File: config.mk
export PLATFORM = sky130hd
export DESIGN_NAME = via_port_arbiter
export DESIGN_NICKNAME = d
export VERILOG_FILES = /design/src/rtl/via_pkg.sv /design/src/rtl/via_rr_arbiter.sv /design/src/rtl/via_port_arbiter.sv
export SDC_FILE = /design/constraint.sdc
export NUM_CORES = 1
export LEC_CHECK = 0
export BUFFER_PORTS_ARGS = -buffer_cell sky130_fd_sc_hd__buf_2
export CAP_MARGIN = 10
export CORE_MARGIN = 4
export CORE_UTILIZATION = 35
export CTS_BUF_LIST = sky130_fd_sc_hd__clkbuf_4 sky130_fd_sc_hd__clkbuf_8 sky130_fd_sc_hd__clkbuf_16
export DETAILED_ROUTE_END_ITERATION = 10
export GPL_ROUTABILITY_DRIVEN = 0
export PLACE_DENSITY_LB_ADDON = 0.08
export SLEW_MARGIN = 25
export SYNTH_ARGS = -nofsm -noshare
export SYNTH_HDL_FRONTEND = slang
export SYNTH_HIERARCHICAL = 1
export SYNTH_SLANG_ARGS = --single-unit
export TNS_END_PERCENT = 100
File: constraint.sdc
create_clock -name clk -period 6.75 [get_ports clk]
set_input_delay 0.3375 -clock clk [delete_from_list [all_inputs] [get_ports clk]]
set_output_delay 0.3375 -clock clk [all_outputs]
set_load 0.01 [all_outputs]
File: src/rtl/via_pkg.sv
// Shared definitions for the via-port arbiter: flit field layout, id width
// and the output-stage state encoding.
package via_pkg;

    // Width of the flit id field.
    localparam int ID_WIDTH = 8;

    // Flit layout, MSB to LSB: {src node, dst node, id, payload}.
    // The arbiter never looks inside a flit. These helpers exist so that
    // sources and checkers agree on where each field lives.
    function automatic int src_lsb(input int width, input int addr_w);
        return width - addr_w;
    endfunction

    function automatic int dst_lsb(input int width, input int addr_w);
        return width - 2 * addr_w;
    endfunction

    function automatic int id_lsb(input int width, input int addr_w);
        return width - 2 * addr_w - ID_WIDTH;
    endfunction

    function automatic int data_lsb();
        return 0;
    endfunction

    function automatic int data_width(input int width, input int addr_w);
        return width - 2 * addr_w - ID_WIDTH;
    endfunction

    // Occupancy of the one-entry output stage.
    typedef enum logic {
        EMPTY = 1'b0,
        FULL  = 1'b1
    } out_state_e;

endpackage

File: src/rtl/via_rr_arbiter.sv
// Rotating-priority arbiter. It produces a one-hot grant, searching from
// rr_ptr upward with wraparound. The pointer moves to the slot just past
// the winner, and only when the owner tells it a grant was taken.
module via_rr_arbiter
    import via_pkg::*;
#(
    parameter int NUM_REQ = 4,
    parameter int PTR_W   = $clog2(NUM_REQ)
) (
    input  logic               clk,
    input  logic               rst,
    input  logic [NUM_REQ-1:0] i_req,
    input  logic               i_enable,
    input  logic               i_advance,
    output logic [NUM_REQ-1:0] o_grant,
    output logic [PTR_W-1:0]   o_grant_idx
);

    logic [PTR_W-1:0]   r_rr_ptr;
    logic [NUM_REQ-1:0] w_grant;
    logic [PTR_W-1:0]   w_grant_idx;
    logic               w_found;

    // Pick the first valid requester at or after the pointer, modulo NUM_REQ.
    always_comb begin
        w_grant     = '0;
        w_grant_idx = '0;
        w_found     = 1'b0;
        for (int i = 0; i < NUM_REQ; i++) begin
            int k;
            k = int'(r_rr_ptr) + i;
            if (k >= NUM_REQ) begin
                k = k - NUM_REQ;
            end
            if (!w_found && i_req[k]) begin
                w_found     = 1'b1;
                w_grant[k]  = 1'b1;
                w_grant_idx = PTR_W'(k);
            end
        end
        if (!i_enable) begin
            w_grant = '0;
        end
    end

    // Move the pointer past the winner. Without a grant, the pointer holds.
    always_ff @(posedge clk) begin
        if (rst) begin
            r_rr_ptr <= '0;
        end else if (i_advance) begin
            r_rr_ptr <= (w_grant_idx == PTR_W'(NUM_REQ - 1)) ? '0 : w_grant_idx + 1'b1;
        end
    end

    assign o_grant     = w_grant;
    assign o_grant_idx = w_grant_idx;

endmodule

File: src/rtl/via_port_arbiter.sv
// Shares one router injection port between NUM_REQ flit sources.
// A round-robin grant loads the winner into a one-entry output register.
// A held flit can drain and be refilled on the same edge, so the port
// sustains one flit per cycle. Each source has a saturating accepted-flit
// counter.
module via_port_arbiter
    import via_pkg::*;
#(
    parameter int NUM_REQ      = 4,
    parameter int WIDTH        = 32,
    parameter int N            = 16,
    parameter int N_ADDR_WIDTH = $clog2(N),
    parameter int CNT_WIDTH    = 16
) (
    input  logic                          clk,
    input  logic                          rst,
    input  logic [NUM_REQ*WIDTH-1:0]        req_data_in,
    input  logic [NUM_REQ*N_ADDR_WIDTH-1:0] req_dest_in,
    input  logic [NUM_REQ-1:0]              req_valid_in,
    output logic [NUM_REQ-1:0]              req_ready_out,
    output logic [WIDTH-1:0]                noc_data_out,
    output logic [N_ADDR_WIDTH-1:0]         noc_dest_out,
    output logic                            noc_valid_out,
    input  logic                            noc_ready_in,
    output logic [NUM_REQ*CNT_WIDTH-1:0]    grant_count_out,
    output logic                            busy
);

    localparam int PTR_W = $clog2(NUM_REQ);

    out_state_e              r_state;
    logic [WIDTH-1:0]        r_noc_data;
    logic [N_ADDR_WIDTH-1:0] r_noc_dest;

    logic                    w_accept_ok;
    logic                    w_arb_enable;
    logic [NUM_REQ-1:0]      w_grant;
    logic [PTR_W-1:0]        w_grant_idx;
    logic                    w_grant_any;
    logic [WIDTH-1:0]        w_sel_data;
    logic [N_ADDR_WIDTH-1:0] w_sel_dest;

    // The stage can take a flit when it is empty or is draining this cycle.
    // While reset is held, no source sees a grant.
    assign w_accept_ok  = (r_state == EMPTY) || noc_ready_in;
    assign w_arb_enable = w_accept_ok && !rst;
    assign w_grant_any  = |w_grant;

    via_rr_arbiter #(
        .NUM_REQ (NUM_REQ),
        .PTR_W   (PTR_W)
    ) u_rr (
        .clk         (clk),
        .rst         (rst),
        .i_req       (req_valid_in),
        .i_enable    (w_arb_enable),
        .i_advance   (w_grant_any),
        .o_grant     (w_grant),
        .o_grant_idx (w_grant_idx)
    );

    // Steer the winning source's flit and destination toward the output register.
    always_comb begin
        w_sel_data = req_data_in[int'(w_grant_idx) * WIDTH +: WIDTH];
        w_sel_dest = req_dest_in[int'(w_grant_idx) * N_ADDR_WIDTH +: N_ADDR_WIDTH];
    end

    // Output-stage FSM: load on a grant, drain to EMPTY when accepted without refill.
    always_ff @(posedge clk) begin
        if (rst) begin
            r_state    <= EMPTY;
            r_noc_data <= '0;
            r_noc_dest <= '0;
        end else begin
            case (r_state)
                EMPTY: begin
                    if (w_grant_any) begin
                        r_state    <= FULL;
                        r_noc_data <= w_sel_data;
                        r_noc_dest <= w_sel_dest;
                    end
                end
                FULL: begin
                    if (w_grant_any) begin
                        // A grant here implies the router took the old flit this cycle.
                        r_noc_data <= w_sel_data;
                        r_noc_dest <= w_sel_dest;
                    end else if (noc_ready_in) begin
                        r_state <= EMPTY;
                    end
                end
                default: r_state <= EMPTY;
            endcase
        end
    end

    // Per-source saturating counters of accepted flits.
    for (genvar gi = 0; gi < NUM_REQ; gi++) begin : g_cnt
        logic [CNT_WIDTH-1:0] r_cnt;

        // Count this source's grants and stick at all-ones.
        always_ff @(posedge clk) begin
            if (rst) begin
                r_cnt <= '0;
            end else if (w_grant[gi] && (r_cnt != {CNT_WIDTH{1'b1}})) begin
                r_cnt <= r_cnt + 1'b1;
            end
        end

        assign grant_count_out[gi*CNT_WIDTH +: CNT_WIDTH] = r_cnt;
    end

    assign req_ready_out = w_grant;
    assign noc_data_out  = r_noc_data;
    assign noc_dest_out  = r_noc_dest;
    assign noc_valid_out = (r_state == FULL);
    assign busy          = noc_valid_out || (|req_valid_in);

endmodule

=== Word-level counts from Yosys, hierarchy flattened ===
Cells that the tools add are included.

* Add/subtract/negate cells: 12
* Equality and inequality tests: 5
* Shift operators: 2
* Magnitude comparators: 12
* Reductions and logical operators: 20
* Multiplexer cells: 43
* Bitwise operators: 4

{| class="wikitable"
|+ Operators with widths
! kind !! count
|-
| $mux W32 || 5
|-
| $ge A32 B1 Y1 const B || 4
|-
| $lt A32 B4 Y1 const B || 4
|-
| $shiftx A128 B8 Y32 || 1
|-
| $ge A32 B4 Y1 const B || 3
|-
| $sub A32 B4 Y32 const B || 3
|-
| $add A16 B1 Y16 const B || 4
|-
| $ne A16 B16 Y1 const B || 4
|-
| $mux W4 || 6
|-
| $mux W1 || 18
|-
| $shiftx A16 B5 Y4 || 1
|-
| $logic_and A1 B1 Y1 || 12
|-
| $or A4 B4 Y4 || 3
|-
| $mux W2 || 5
|-
| $bmux W1 S2 || 4
|-
| $demux W1 S2 || 4
|-
| $reduce_or A4 Y1 || 2
|-
| $add A2 B2 Y3 const B || 2
|-
| $logic_not A1 Y1 || 4
|-
| $sub A2 B3 Y4 const B || 1
|-
| $add A2 B1 Y3 const B || 1
|-
| $ge A2 B3 Y1 const B || 1
|-
| $add A2 B1 Y2 const B || 1
|-
| $eq A2 B2 Y1 const B || 1
|-
| other kinds (3) || 4
|}

* Bits of input ports: 151
* Register bits after elaboration: 103

=== Logic depth before layout (Yosys ltp) ===
* Word-level depth: 19
* Mapped depth: 17
* Gate-level depth less buffers: 13

=== Modules after synthesis ===
Netlist, hierarchy kept.

{| class="wikitable"
|+ By module, submodules not included
! module !! times used !! cells each !! area each (sq um)
|-
| via_port_arbiter || 1 || 585 || 5340.1
|-
| via_rr_arbiter || 1 || 71 || 571.8
|}

=== Worst setup path before layout ===
No wires, ideal clock.

* Path type: reg2reg
* From: register (tool-made name)
* To: register u_rr.r_rr_ptr[1]
* Stages on the path, launching flop included: 17
* Period minus slack after synthesis: 4257 ps
* Setup slack: 2493 ps
* Arrival time: 4175 ps
* Setup time: 83 ps
* Cell sequence: dfxtp_1 > clkbuf_1 > inv_1 > ha_1 > buf_6 > mux4_2 > nor2b_4 > a22o_2 > mux2i_1 > a21boi_0 > nor4_1 > inv_2 > clkbuf_1 > inv_1 > nor2_1 > or4b_1 > o221ai_1

{| class="wikitable"
|+ RTL lines
! element !! RTL line !! text
|-
| to (signal assigned) || via_rr_arbiter.sv:51 || <nowiki>r_rr_ptr <= (w_grant_idx == PTR_W'(NUM_REQ - 1)) ? '0 : w_grant_idx + 1'b1;</nowiki>
|-
| to (decl) || via_rr_arbiter.sv:19 || <nowiki>logic [PTR_W-1:0] r_rr_ptr;</nowiki>
|}

==> impl_metrics.toml <==
[pwr]
power.density_nw_per_um2 = 326
totalPowerFinal_mw = 2.49
power_leakage_nw = 3.13
peakVddDrop_mv = 0.219

[global_routing]
grt-ovfl-total = 0
antenna_found_initial = 1
grt_max_degree = 90
track_usage_pct = 19.3
grt_pass1_wl_um = 29400
grt_pass1_vias = 5852

[sta]
tightest_slew_ns = 1.02
fin_tns_setup_ns = 0
slew-limit-headroom_pct = 31.8
finalSetupViolations = 0
fin_crit_ns = 4.67
finalHoldViolCount = 0
rsz0062_at_grt = "no"
finalClockSkew_ns = 0.00674
timing.final.crit_share_pct = 69.1
clock.fmax_ghz = 0.214
slew_violations = 0

[clock_network]
cts.sinks = 103
clockBufferDepth = 2
hold_buffers = 0
path_clk_slew_ns = 0.07
cts_buffers = 9
post_cts_buffers = 0
cts_max_level = 3
cts-resized-gates = 0
cts_root_buf = "clkbuf_16"
cts_tree = "done"
clk_latency_ns = 0.34

[placement]
detailed_place_hpwl_um = 14500
post-place-cells = 1101
io_buffers = 256

[floorplanning]
fp.dieW_um = 138
initial_utilization_pct = 35.6
core-area_um2 = 16600
num_rows = 47
io_pins = 257
die-area_um2 = 19000
fp.dieH_um = 138

[drt]
first_iter_violations = 231
via_per_inst = 5.47
via_count = 6092
wl_per_cell_um = 16.9
final_antenna_net_count = 0
drc_errors = 0
wirelength_um = 18900
drtPass1Iterations = 4

[layout]
nNetsFinal = 1051
post-route-util_pct = 46.1
layout.cells.non_filler = 1113
layout-drive-gt1-share_pct = 37.8
syn2layout_area_growth_pct = 29.2
diodes = 0

[synth]
synth-edff-count = 0
yosys_warnings = 6
yosysSeqAreaShare_pct = 34.9
synth-main-ff-cell = "dfxtp_1"
syn_area_um2 = 5910
yosysTopAreaCell = "dfxtp_1"
synth_most_common_cell = "dfxtp_1"
yosys-top-cells-area = "dfxtp_1 35%, mux4_2 14%, a21oi_1 6.7%, nand2_1 6.4%, o31ai_1 2.5%"
syn_nets = 815
yosysUniqueCellTypes = 60
synth_top_area_share_pct = 34.9
synthTopCellsByCount = "103 x dfxtp_1, 101 x nand2_1, 79 x a21oi_1, 38 x mux4_2, 33 x nor2_1"
syn_avg_cell_area_um2 = 9.01
postSynth.asyncResetShare_pct = 0
ys_ff_latch = 103
syn-instance-count = 656

[setup_path]
critical_path_arrival_ns = 4.92
critPathLaunchType = "flop"
worstSetupPathType = "reg2reg"
critPathMaxFanout = 37
critPathRequiredTime_ns = 7.01
crit_path_end_kind = "flop"

[hold_path]
holdCritPathClass = "in2reg"

[outcome]
status = "finished, final reports clean"

[flow_run]
drv_cap = 0
==> path summary, 6_finish.rpt <==
check,end,startpoint,cells after the start,slack (ns)
worst max register to register,u_rr/r_rr_ptr[1],flop,13,2.08
worst max-delay path,u_rr/r_rr_ptr[1],flop,13,2.08
worst min-delay path,noc_valid_out,noc_ready_in,3,0.27
worst min register to register,noc_data_out[5],noc_data_out[5],2,0.45
==> report_power, final <==
part,switching (mW),internal (mW)
clock network,0.218,0.289
registers,0.0785,0.718
logic,0.651,0.539
total,0.948,1.55
==> per-stage QoR <==
stage	hold slack, ns	instance area (um2)	setup slack (ns)
after floorplan	0.407	5910	2.49
after global placement	0.437	7360	2.02
after detailed placement	0.442	7370	1.79
after CTS	0.266	7640	1.79
after global routing	0.287	7640	1.69
final	0.272	7640	2.08
==> state kept, by name (all words and copies together) (netlist names), named ones only <==
name / count
g_cnt.r_cnt: 64
noc_data_out: 32
noc_dest_out: 4
noc_valid_out: 1
u_rr/r_rr_ptr: 1
==> cell type report <==
cell class,count,area (um2)
fill,1691,8940
multi-input combinational,502,3660
sequential,103,2060
timing repair buffer,260,1310
tap,220,275
clock buffer,10,239
inverter,16,60.1
clock inverter,2,35.0
==> cells by family (layout without fill, tap and decap cells) <==
group / Yosys count / after routing / synth area share, %
and+or+nand+nor: 279 / 279 / 25.1
AOI/OAI and AO/OA: 151 / 151 / 15.7
DFF: 103 / 103 / 34.9
muxes: 58 / 58 / 18.0
buffers and inverters: 51 / 288 / 3.62
adders and majority gates: 8 / 8 / 1.69
xor gates and xnor gates: 6 / 6 / 0.889
==> placed cells by master (no fill, tap or decap), drive strengths merged, types with 14 or more instances in the layout <==
master	n
a21oi	79
buf	260
dfxtp	103
inv	16
mux4	38
nand2	101
nand3	20
nand4	20
nor2	33
nor3	20
o21ai	17
o31ai	20
or3	14
or4	22
==> layer usage <==
layer	GRT usage [%]	up-vias	share of wire, %
met5	0	-	0.037
met4	5.82	2	1.4
met3	5.22	18	7.3
met2	34.1	192	51
met1	23.0	2909	40
li1	-	2971	-
==> worst max-delay path, cell delays in order (launching register included) <==
cell and delay [ns]:
dfxtp_1 0.68, inv_1 0.20, ha_1 0.47, mux4_2 0.66
nor2b_4 0.21, a22o_2 0.15, mux2i_1 0.06, a21boi_1 0.64
nor4_2 0.15, inv_2 0.48, inv_1 0.18, nor2_1 0.16
or4b_1 0.45, o221ai_1 0.08
Power figures use the tool's default switching activity.
